### src/rtl/truth_table_sweeper.sv
// truth_table_sweeper
// Stimulus/check stage for a small combinational Boolean block. After a start
// request it walks abc_out through every input combination in ascending order.
// Each vector is held for SETTLE cycles and then sampled on one more cycle. The
// sampled F is compared against the EXPECTED truth table. When the sweep ends,
// the stage reports the mismatch count, the first failing index and pass/fail.

module truth_table_sweeper #(
    parameter int unsigned          N_IN     = 3,
    parameter logic [2**N_IN-1:0]   EXPECTED = 8'hE8,
    parameter int unsigned          SETTLE   = 2
) (
    input  logic              clk,
    input  logic              rst,
    input  logic              start,
    input  logic              f_in,
    output logic [N_IN-1:0]   abc_out,
    output logic              busy,
    output logic              done,
    output logic              pass,
    output logic [N_IN:0]     err_count,
    output logic              fail_valid,
    output logic [N_IN-1:0]   first_fail_idx
);

    // Settle counter width. SETTLE = 0 still needs a 1-bit counter that
    // stays at zero.
    localparam int unsigned     WCW      = (SETTLE > 0) ? $clog2(SETTLE + 1) : 1;
    localparam int unsigned     EW       = N_IN + 1;
    localparam logic [WCW-1:0]  SETTLE_W = WCW'(SETTLE);
    localparam logic [WCW-1:0]  WC_ZERO  = WCW'(1'b0);
    localparam logic [WCW-1:0]  WC_ONE   = WCW'(1'b1);
    localparam logic [N_IN-1:0] IDX_ZERO = N_IN'(1'b0);
    localparam logic [N_IN-1:0] IDX_ONE  = N_IN'(1'b1);
    localparam logic [N_IN-1:0] LAST_IDX = {N_IN{1'b1}};
    localparam logic [EW-1:0]   ERR_ZERO = EW'(1'b0);
    localparam logic [EW-1:0]   ERR_ONE  = EW'(1'b1);

    typedef enum logic [1:0] {
        ST_IDLE = 2'd0,
        ST_RUN  = 2'd1,
        ST_DONE = 2'd2
    } state_t;

    state_t          state_q, state_d;
    logic [N_IN-1:0] idx_q, idx_d;
    logic [WCW-1:0]  wait_cnt_q, wait_cnt_d;
    logic [EW-1:0]   err_count_q, err_count_d;
    logic            fail_valid_q, fail_valid_d;
    logic [N_IN-1:0] first_fail_idx_q, first_fail_idx_d;
    logic            pass_q, pass_d;
    logic            done_q, done_d;
    logic            busy_q, busy_d;
    logic [N_IN-1:0] abc_q, abc_d;

    logic            sample_s;
    logic            last_vec_s;
    logic            mismatch_s;

    // Look up the required F for one input vector in the truth table.
    function automatic logic expected_bit(input logic [N_IN-1:0] vec);
        return EXPECTED[vec];
    endfunction

    // The sample cycle is the last cycle a vector is held. The terminal
    // vector is recognised by its index, so idx never has to wrap.
    assign sample_s   = (state_q == ST_RUN) && (wait_cnt_q == SETTLE_W);
    assign last_vec_s = (idx_q == LAST_IDX);
    assign mismatch_s = sample_s && (f_in != expected_bit(idx_q));

    // State register; reset aborts any sweep immediately.
    always_ff @(posedge clk or posedge rst) begin
        if (rst) begin
            state_q <= ST_IDLE;
        end else begin
            state_q <= state_d;
        end
    end

    // Next-state logic: IDLE waits for start, RUN ends on the terminal sample,
    // DONE lasts exactly one cycle.
    always_comb begin
        state_d = state_q;
        case (state_q)
            ST_IDLE: begin
                if (start) begin
                    state_d = ST_RUN;
                end else begin
                    state_d = ST_IDLE;
                end
            end
            ST_RUN: begin
                if (sample_s && last_vec_s) begin
                    state_d = ST_DONE;
                end else begin
                    state_d = ST_RUN;
                end
            end
            ST_DONE: begin
                state_d = ST_IDLE;
            end
            default: begin
                state_d = ST_IDLE;
            end
        endcase
    end

    // Output/datapath next values: sweep bookkeeping and the registered outputs.
    always_comb begin
        idx_d            = idx_q;
        wait_cnt_d       = wait_cnt_q;
        err_count_d      = err_count_q;
        fail_valid_d     = fail_valid_q;
        first_fail_idx_d = first_fail_idx_q;
        pass_d           = pass_q;
        done_d           = 1'b0;
        busy_d           = 1'b0;
        abc_d            = IDX_ZERO;
        case (state_q)
            ST_IDLE: begin
                if (start) begin
                    // An accepted start clears the previous results.
                    idx_d            = IDX_ZERO;
                    wait_cnt_d       = WC_ZERO;
                    err_count_d      = ERR_ZERO;
                    fail_valid_d     = 1'b0;
                    first_fail_idx_d = IDX_ZERO;
                    pass_d           = 1'b0;
                    busy_d           = 1'b1;
                    abc_d            = IDX_ZERO;
                end else begin
                    busy_d = 1'b0;
                end
            end
            ST_RUN: begin
                if (sample_s) begin
                    if (mismatch_s) begin
                        err_count_d = err_count_q + ERR_ONE;
                        if (!fail_valid_q) begin
                            first_fail_idx_d = idx_q;
                            fail_valid_d     = 1'b1;
                        end else begin
                            first_fail_idx_d = first_fail_idx_q;
                        end
                    end else begin
                        err_count_d = err_count_q;
                    end
                    wait_cnt_d = WC_ZERO;
                    if (last_vec_s) begin
                        // pass uses the count that already includes the final compare.
                        done_d = 1'b1;
                        pass_d = (err_count_d == ERR_ZERO);
                    end else begin
                        idx_d  = idx_q + IDX_ONE;
                        busy_d = 1'b1;
                        abc_d  = idx_q + IDX_ONE;
                    end
                end else begin
                    wait_cnt_d = wait_cnt_q + WC_ONE;
                    busy_d     = 1'b1;
                    abc_d      = idx_q;
                end
            end
            ST_DONE: begin
                busy_d = 1'b0;
            end
            default: begin
                busy_d = 1'b0;
            end
        endcase
    end

    // Datapath and output registers; reset clears everything, so no done pulse follows.
    always_ff @(posedge clk or posedge rst) begin
        if (rst) begin
            idx_q            <= IDX_ZERO;
            wait_cnt_q       <= WC_ZERO;
            err_count_q      <= ERR_ZERO;
            fail_valid_q     <= 1'b0;
            first_fail_idx_q <= IDX_ZERO;
            pass_q           <= 1'b0;
            done_q           <= 1'b0;
            busy_q           <= 1'b0;
            abc_q            <= IDX_ZERO;
        end else begin
            idx_q            <= idx_d;
            wait_cnt_q       <= wait_cnt_d;
            err_count_q      <= err_count_d;
            fail_valid_q     <= fail_valid_d;
            first_fail_idx_q <= first_fail_idx_d;
            pass_q           <= pass_d;
            done_q           <= done_d;
            busy_q           <= busy_d;
            abc_q            <= abc_d;
        end
    end

    assign abc_out        = abc_q;
    assign busy           = busy_q;
    assign done           = done_q;
    assign pass           = pass_q;
    assign err_count      = err_count_q;
    assign fail_valid     = fail_valid_q;
    assign first_fail_idx = first_fail_idx_q;

endmodule
### config.mk
export PLATFORM = sky130hd
export DESIGN_NAME = truth_table_sweeper
export DESIGN_NICKNAME = d
export VERILOG_FILES = /design/src/rtl/truth_table_sweeper.sv
export SDC_FILE = /design/constraint.sdc
export NUM_CORES = 1
export LEC_CHECK = 0
export ABC_AREA = 1
export BUFFER_PORTS_ARGS = -buffer_cell sky130_fd_sc_hd__buf_4
export CAP_MARGIN = 20
export CORE_UTILIZATION = 55
export DETAILED_ROUTE_END_ITERATION = 10
export GPL_TIMING_DRIVEN = 0
export PLACE_DENSITY_LB_ADDON = 0.3
export SYNTH_ARGS = -nofsm -noshare
export SYNTH_HDL_FRONTEND = slang
export SYNTH_SLANG_ARGS = --single-unit
### constraint.sdc
create_clock -name clk -period 3.3 [get_ports clk]
set_input_delay 0.495 -clock clk [delete_from_list [all_inputs] [get_ports clk]]
set_output_delay 0.495 -clock clk [all_outputs]
set_load 0.02 [all_outputs]
==> results of run 1 <==
## stage by stage
stage | instances | instance area [um2] | hold WS (ns)
after floorplan | 125 | 1060 | 0.472
final | 171 | 1240 | 0.313
after CTS | 171 | 1240 | 0.344
after global placement | 167 | 1220 | 0.496
after detailed placement | 167 | 1220 | 0.510
after global routing | 171 | 1240 | 0.416
## kinds of logic (layout without fill, tap and decap cells)
family | count (synthesis) | in the layout
compound gates | 16 | 16
xor+xnor | 1 | 1
fa+ha+maj | 4 | 4
buf+inv | 20 | 41
flops | 21 | 21
simple gates | 63 | 63
## cell type report
class	count	area, um2
flip-flops and latches	21	526
fillers	150	520
multi-input cells	84	450
repair buffers	17	128
inverters	19	71.3
well taps	25	31.3
clock buffers	4	26.3
plain buffers	1	11.3
## report_power, final
| part | switching (mW) | internal, mW |
|---|---|---|
| sequential | 0.0664 | 0.350 |
| clock | 0.0776 | 0.0472 |
| combinational | 0.350 | 0.211 |
## flip-flops by register name (all words and copies together), names as in the netlist
signal / count
err_count: 4
abc_out: 3
first_fail_idx: 3
idx_q: 3
state_q: 2
wait_cnt_q: 2
busy: 1
done: 1
fail_valid: 1
pass: 1
## worst min path at each step
| stage | start | end | slack (ns) | depth (start not counted) |
|---|---|---|---|---|
| 6_report | rst | err_count[1] | 0.31 | 2 |
| 5_1_grt | rst | busy | 0.42 | 2 |
| 4_1_cts | rst | err_count[1] | 0.34 | 2 |
| 3_5_place_dp | pass | pass | 0.51 | 2 |
| 3_3_place_gp | first_fail_idx[0] | first_fail_idx[0] | 0.50 | 2 |
| 2_1_floorplan | rst | abc_out[0] | 0.47 | 1 |
## placed cells by master (no fill, tap or decap)
master / count
a21oi_1: 1
a22o_1: 2
buf_4: 17
buf_6: 1
clkbuf_1: 1
clkbuf_4: 3
dfrtp_1: 21
ha_1: 4
inv_1: 14
inv_2: 5
nand2_1: 30
nand2_2: 3
nand3_1: 16
nand3_2: 4
nand4_1: 1
nor2_1: 6
nor2_2: 2
nor2_4: 1
o21ai_0: 9
o21ai_1: 4
xor2_1: 1
## worst register-to-register path: stages (launching register included)
cell	delay, ns
dfrtp_1	0.41
ha_1	0.23
ha_1	0.23
nor2_1	0.19
inv_1	0.10
nor2_1	0.22
nand2_1	0.10
o21ai_0	0.09
## routing by layer
metal | track usage, % | wire, um
met3 | 2.78 | 71
met4 | 11.8 | 54
met2 | 37.7 | 1020
met5 | 0 | 0
met1 | 29.7 | 947
==> summary.txt, run 1 <==
Worst-Margin Slew: 0.771 ns
Reg clk slew, reported paths: 0.12 ns
WL/cell: 12.2 um
Detailed Route Iter0 Violations: 13
Placer Congestion: 0.814
Final setup vio count: 0
Initial antenna violation count: 0
LEAKAGE: 0.681 nW
Synth area leaders: dfrtp_1 (50%), nand2_1 (11%), nand3_1 (7.6%), inv_1 (5.0%), ha_1 (4.7%)
Net Count, Synth: 133
Power Density: 886 nW/um2
Worst slew margin: 48.6%
Mux cell area share after synthesis: 0%
Worst R2R Setup Slack: 1.65 ns
Post-CTS Resized: 0
Critical path depth in cells: 7
Vias per inst: 5.22
Critical Path RT: 3.54 ns
Dpl hpwl: 1500 um
Worst Path Max Fanout: 3
TritonCTS clock tree: built
RR Endpoint: abc_out[1]
Root Buffer Master: clkbuf_4
Commonest cells in the netlist: nand2_1 (30), dfrtp_1 (21), nand3_1 (16)
Final WS setup: 1.65 ns
Via Count: 892
Utilization after layout: 70.5%
Final Cycle Share: 50.0%
Htree depth: 1
Initial core utilization: 60.0%
Crit path buffers/inverters: 1
Largest net degree at the start of global routing: 22
Setup TNS: 0 ns
Max-Cap Viols: 0
Total Routed Length: 2090 um
Worst reg2reg startpoint: idx_q[0]
Slowest-stage cell, CP: dfrtp_1
Initial DRT Pass Iterations: 4
Status: complete, no violations
Total congestion overflow: 0
Synth Area in Compound Gates: 8.27%
Nature of the critical path endpoint: flop
Area Growth Syn to Fin: 17.5%
DIE AREA: 2100 um2
CP max stage delay: 0.41 ns
Sequential fraction of the synthesis area: 49.6%
Slew Limit Fails: 0
First-pass GRT wire length: 3370 um
Largest family of logic cells by synthesized area: simple AND/OR/NAND/NOR gates
Cells after Synth: 125
CP startpoint: idx_q[0]
Clk Latency, worst-skew pair: 0.31 ns
Main flop type after synthesis: dfrtp_1
GRT Overall Usage: 23.0%
Ys async rst share: 100%
CP Launch Type: flop
RSZ-0062 raised after global routing: no
Remaining antenna violation count after routing: 0
FF+latch count, synth: 21
# clock sinks: 21
PortBufs: 17
Setup bufs post-CTS: 0
R2r worst-path depth: 7
Critical path's top delay family: simple AND/OR/NAND/NOR gates
Cell type with the largest total area after synthesis: dfrtp_1
Die width: 45.9 um
Fin crit period: 1.65 ns
# diodes: 0
Area share of fa/ha/maj cells after synthesis: 4.73%
CTS Buf Count: 3
Die Height: 45.9 um
Layout Nets: 155
Post-synth EDFFs: 0
Critical path class: reg -> reg
I/O Pins: 18
Hold Path Class: in -> async
Final Skew: 0.00794 ns
Arrival time of the worst setup path: 1.89 ns
Cell Area, Synth: 1060 um2
Hold-fix buffers, CTS: 0
Worst Setup EP: abc_out[1]
Worst slack at placement: 1.76 ns
Site row count: 15
F_max: 606 MHz
Clk buf depth: 2
Layout cells sized above 1: 24.7%
Yosys top cell area share: 49.6%
Residual DRC count: 0
Ys Warns: 0
Maximum VDD drop: 505 uV
Syn Area/Cell: 8.47 um2
Critical Path, Cell by Cell: ha_1 > ha_1 > nor2_1 > inv_1 > nor2_1 > nand2_1 > o21ai_0
Most frequent cell after synthesis: nand2_1
Vias in the first global route: 816
Final Hold Vio Count: 0
Xor/xnor share of the synthesized area: 0.827%
Placeable Area: 1760 um2
Yosys cell types: 18
Fraction of the mapped netlist area in simple logic gates: 28.7%
Total power: 1.10 mW
No activity file was read; power rests on OpenSTA's default activity.
==> inputs of run 2 (changes only) <==
--- a/config.mk
+++ b/config.mk
@@ -8,7 +8,7 @@
 export ABC_AREA = 1
 export BUFFER_PORTS_ARGS = -buffer_cell sky130_fd_sc_hd__buf_4
 export CAP_MARGIN = 20
-export CORE_UTILIZATION = 55
+export CORE_UTILIZATION = 54
 export DETAILED_ROUTE_END_ITERATION = 10
 export GPL_TIMING_DRIVEN = 0
 export PLACE_DENSITY_LB_ADDON = 0.3
==> constraint.sdc (replaced) <==
create_clock -name clk -period 1.6 [get_ports clk]
set_input_delay 0.24 -clock clk [delete_from_list [all_inputs] [get_ports clk]]
set_output_delay 0.24 -clock clk [all_outputs]
set_load 0.02 [all_outputs]
==> run 2 against run 1 <==
- core utilization is essentially flat
- non-clock buffer count is the same
- worst setup slack lost 1.6 ns
- sequential power grew 110%
- via count shrank 1.3%
- die area grew 1.8%
- clock skew shrank 0.0053 ns
- critical path depth grew 4
- critical path type unchanged
- cell count is the same
- largest power group unchanged
- total power grew 110%
- largest cell class unchanged
==> summary.txt, run 2 (synthesis gave the netlist of run 1 again) <==
Int Power: 1.27 mW
Worst slew margin: 48.2%
Slew Limit Fails: 0
Power Density: 1820 nW/um2
Area Growth Syn to Fin: 18.7%
Max-Cap Viols: 0
CP Launch Type: flop
Placer Congestion: 0.858
Reg clk slew, reported paths: 0.11 ns
Status: complete, no violations
Seq. cell area: 526 um2
Residual DRC count: 0
Clock power frac: 10.8%
Fin crit period: 1.50 ns
Psw: 1.02 mW
DIE AREA: 2140 um2
Setup bufs post-CTS: 0
Layout Nets: 155
# diodes: 0
Commonest non-fill, non-tap cell in the layout: nand2_1
Hold WS: 0.0735 ns
Arrival time of the worst setup path: 1.70 ns
Total congestion overflow: 0
Root Buffer Master: clkbuf_4
Remaining antenna violation count after routing: 0
Critical path class: reg -> reg
Max reg flops: 4
Nature of the critical path endpoint: flop
Final setup vio count: 0
Hold Path Class: in -> async
Critical Path, Cell by Cell: ha_1 > inv_1 > nand2_1 > nand3_1 > nand3_2 > nand2_1 > nand2_1 > inv_2 > nor2_2 > nand2_1 > nand2_1
Htree depth: 1
Vias per inst: 5.15
Die width: 46.3 um
I/O Pins: 18
Slowest-stage cell, CP: dfrtp_1
GRT Overall Usage: 21.4%
Hold-fix buffers, CTS: 0
Via Count: 880
Clk buf depth: 2
Final Hold Vio Count: 0
Worst-Margin Slew: 0.776 ns
Critical path's top delay family: simple AND/OR/NAND/NOR gates
Layout cells sized above 1: 28.8%
CTS Buf Count: 3
WL/cell: 11.9 um
F_max: 665 MHz
Setup TNS: 0 ns
Final Cycle Share: 94.0%
Part of the power in registers: 37.7%
CP max stage delay: 0.41 ns
Total Routed Length: 2040 um
Detailed Route Iter0 Violations: 26
TritonCTS clock tree: built
Sw Share: 44.5%
Final WS setup: 0.0964 ns
Die Height: 46.3 um
Worst Path Max Fanout: 5
Commonest cells after routing, fill and taps aside: nand2_1 (29), dfrtp_1 (21), buf_4 (17), nand3_1 (15), inv_1 (12)
FILL cells: 149
Site row count: 15
Initial core utilization: 59.4%
Crit path buffers/inverters: 2
Area of the multi-input gates: 463 um2
LEAKAGE: 0.679 nW
Final Skew: 0.00261 ns
Largest net degree at the start of global routing: 22
Placeable Area: 1780 um2
Critical Path RT: 1.80 ns
Cell occurring most often along the worst timing path: nand2_1
RSZ-0062 raised after global routing: no
Gate power share: 51.4%
Dpl hpwl: 1560 um
PortBufs: 17
Maximum VDD drop: 1270 uV
Initial antenna violation count: 0
First-pass GRT wire length: 3220 um
Worst slack at placement: 0.100 ns
Vias in the first global route: 766
Clk Latency, worst-skew pair: 0.30 ns
Initial DRT Pass Iterations: 4
# clock sinks: 21
## run 2: cell counts in the layout (fill, tap and decap cells not counted)
Identical to the previous run, type by type.
## run 2: final timing paths
check | start | endpoint | slack, ns | cells after the start
setup / recovery | idx_q[0] | pass | 0.1 | 11
hold / removal | rst | wait_cnt_q[0] | 0.07 | 2
setup reg to reg | idx_q[0] | pass | 0.1 | 11
hold reg to reg | first_fail_idx[0] | first_fail_idx[0] | 0.53 | 2
max in group asynchronous | rst | state_q[0] | 1.04 | 2
min in group clk | start | state_q[0] | 0.34 | 3
## run 2: per-layer routing
metal / up-vias / track usage, % / wire length [um]
li1: 447 / - / -
met1: 400 / 29.6 / 911
met2: 27 / 32.4 / 1010
met3: 6 / 3.53 / 77
met4: 0 / 10.0 / 38
met5: - / 0 / 0
## run 2: area by class of cell
type                            count  area share [%]
Sequential cell                    21            41.8
Timing Repair Buffer               17            10.2
Tap cell                           25            2.49
Inverter                           19            5.68
Clock buffer                        4            2.09
Buffer                              1           0.896
Multi-Input combinational cell     84            36.9
## run 2: per-stage QoR
| stage | total power [mW] | area [um2] | util (%) | instances |
|---|---|---|---|---|
| detailed placement | 2.01 | 1220 | 68.3 | 167 |
| global route | 2.46 | 1260 | 70.5 | 171 |
| global placement | 1.96 | 1220 | 68.3 | 167 |
| finish | 2.28 | 1260 | 70.5 | 171 |
| floorplan | 1.64 | 1060 | - | 125 |
| CTS | 2.26 | 1240 | 69.8 | 171 |
## run 2: timing repair
action                                  CTS  global route
hold endpoints to repair                  0             0
endpoints found under the setup margin    0             4
gates resized for setup                   0             6
## run 2: power by group through the flow
stage	Clock [mW]	Combinational, mW	Sequential (mW)
after floorplan	0	0.640	1.00
after global placement	0	1.11	0.854
after detailed placement	0	1.15	0.863
after CTS	0.259	1.15	0.852
after global routing	0.277	1.31	0.879
final	0.247	1.17	0.861
==> inputs of run 3 (changes only) <==
--- a/config.mk
+++ b/config.mk
@@ -9,9 +9,11 @@
 export BUFFER_PORTS_ARGS = -buffer_cell sky130_fd_sc_hd__buf_4
 export CAP_MARGIN = 20
 export CORE_UTILIZATION = 54
+export CTS_CLUSTER_SIZE = 20
 export DETAILED_ROUTE_END_ITERATION = 10
 export GPL_TIMING_DRIVEN = 0
-export PLACE_DENSITY_LB_ADDON = 0.3
+export MAX_ROUTING_LAYER = met4
+export PLACE_DENSITY_LB_ADDON = 0.25
 export SYNTH_ARGS = -nofsm -noshare
 export SYNTH_HDL_FRONTEND = slang
 export SYNTH_SLANG_ARGS = --single-unit
==> run 3 against run 2 <==
- register-to-register slack barely moved
- design area rose by 1.0%
- clock power barely moved
- highest routed layer unchanged
==> summary.txt, run 3 (synthesis gave the netlist of run 1 again) <==
Critical Path RT: 1.82 ns
Worst-Margin Slew: 0.764 ns
# diodes: 0
Remaining antenna violation count after routing: 0
Worst R2R Setup Slack: 0.09 ns
Critical path class: reg -> reg
Die Height: 46.3 um
TritonCTS clock tree: built
Root Buffer Master: clkbuf_4
F_max: 664 MHz
Part of the power in registers: 36.9%
Arrival time of the worst setup path: 1.73 ns
Int Power: 1.28 mW
LEAKAGE: 0.681 nW
Placeable Area: 1780 um2
Fin crit period: 1.51 ns
Htree depth: 1
Layout cells sized above 1: 29.5%
Worst Setup EP: idx_q[0]
Sw Share: 44.9%
Initial antenna violation count: 0
PortBufs: 17
Site row count: 15
Initial core utilization: 59.4%
Final Cycle Share: 94.2%
DIE AREA: 2140 um2
Hold Path Class: in -> async
Residual DRC count: 0
Maximum VDD drop: 930 uV
Die width: 46.3 um
I/O Pins: 18
WL/cell: 12.3 um
Slew Limit Fails: 0
RSZ-0062 raised after global routing: no
FILL cells: 141
R2r worst-path depth: 7
Gate power share: 52.3%
Worst slew margin: 49.0%
Initial DRT Pass Iterations: 4
First-pass GRT wire length: 3440 um
Total congestion overflow: 0
GRT Overall Usage: 23.8%
Final setup vio count: 0
Vias per inst: 5.30
CTS Buf Count: 3
Dpl hpwl: 1600 um
Commonest cells after routing, fill and taps aside: nand2_1 (29), dfrtp_1 (21), buf_4 (17), nand3_1 (15), inv_1 (12)
Total Routed Length: 2100 um
Placer Congestion: 0.738
Commonest non-fill, non-tap cell in the layout: nand2_1
Hold WS: 0.0620 ns
Worst Path Max Fanout: 3
Reg clk slew, reported paths: 0.12 ns
Status: complete, no violations
Max reg flops: 4
Detailed Route Iter0 Violations: 20
Layout Nets: 155
Power Density: 1840 nW/um2
# clock sinks: 21
Clock power frac: 10.7%
Total power: 2.33 mW
Clk Latency, worst-skew pair: 0.30 ns
CP Launch Type: flop
Setup TNS: 0 ns
Max-Cap Viols: 0
Clk buf depth: 2
Post-CTS Resized: 0
Final Hold Vio Count: 0
Largest net degree at the start of global routing: 22
Vias in the first global route: 784
Via Count: 907
Setup bufs post-CTS: 0
RR Endpoint: idx_q[0]
Area Growth Syn to Fin: 19.9%
Nature of the critical path endpoint: flop
Psw: 1.05 mW
Utilization after layout: 71.2%
Final Skew: 0.0119 ns
Worst reg2reg startpoint: idx_q[0]
CP startpoint: idx_q[0]
Hold-fix buffers, CTS: 0
[run 3: cell types whose count changed in the layout (fill, tap and decap cells not counted)]
cell	before	now
ha_4	0	1
nor2_1	5	4
ha_2	1	0
nor2_2	3	4
[run 3: stage by stage]
step           instance area, um2  setup slack (ns)  instances
2_1_floorplan                1060             0.282        125
3_3_place_gp                 1220            0.0998        167
3_5_place_dp                 1220            0.0890        167
4_1_cts                      1240            0.0579        171
5_1_grt                      1270            0.0222        171
6_report                     1270            0.0935        171
[run 3: worst min path at each step]
stage,startpoint,end,slack (ns),cells past startpoint
floorplan,rst,abc_out[0],0.22,1
global placement,rst,state_q[1],0.40,2
detailed placement,rst,wait_cnt_q[1],0.42,2
CTS,rst,wait_cnt_q[1],0.1,2
global route,rst,wait_cnt_q[1],0.13,2
finish,rst,wait_cnt_q[1],0.06,2
[run 3: per-layer routing]
layer	GRT usage [%]	vias up	wire length [um]	part of all wire, %
met1	33.2	434	959	46
met4	7.06	0	27	1.3
met2	35.8	25	1030	49
li1	-	444	-	-
met5	-	-	0	0
met3	3.53	4	86	4.1
[run 3: final cells by class]
| class | instances | area [um2] | share of cell area [%] |
|---|---|---|---|
| Sequential cell | 21 | 526 | 41.4 |
| Multi-Input combinational cell | 84 | 475 | 37.5 |
| Timing Repair Buffer | 17 | 128 | 10.1 |
| Inverter | 19 | 71.3 | 5.62 |
| Tap cell | 25 | 31.3 | 2.47 |
| Clock buffer | 4 | 26.3 | 2.07 |
| Buffer | 1 | 11.3 | 0.888 |
[run 3: power groups by stage]
stage	combinational [mW]	sequential, mW	clock, mW
2_1_floorplan	0.640	1.00	0
3_3_place_gp	1.12	0.855	0
3_5_place_dp	1.16	0.868	0
4_1_cts	1.17	0.857	0.250
5_1_grt	1.36	0.885	0.278
6_report	1.22	0.861	0.250
[run 3: critical path, stage by stage (launching register included)]
cell     delay [ns]
dfrtp_1        0.41
ha_1           0.24
ha_1           0.23
nor2_2         0.14
inv_1          0.08
nor2_2         0.15
nand2_1        0.09
o21ai_0        0.09
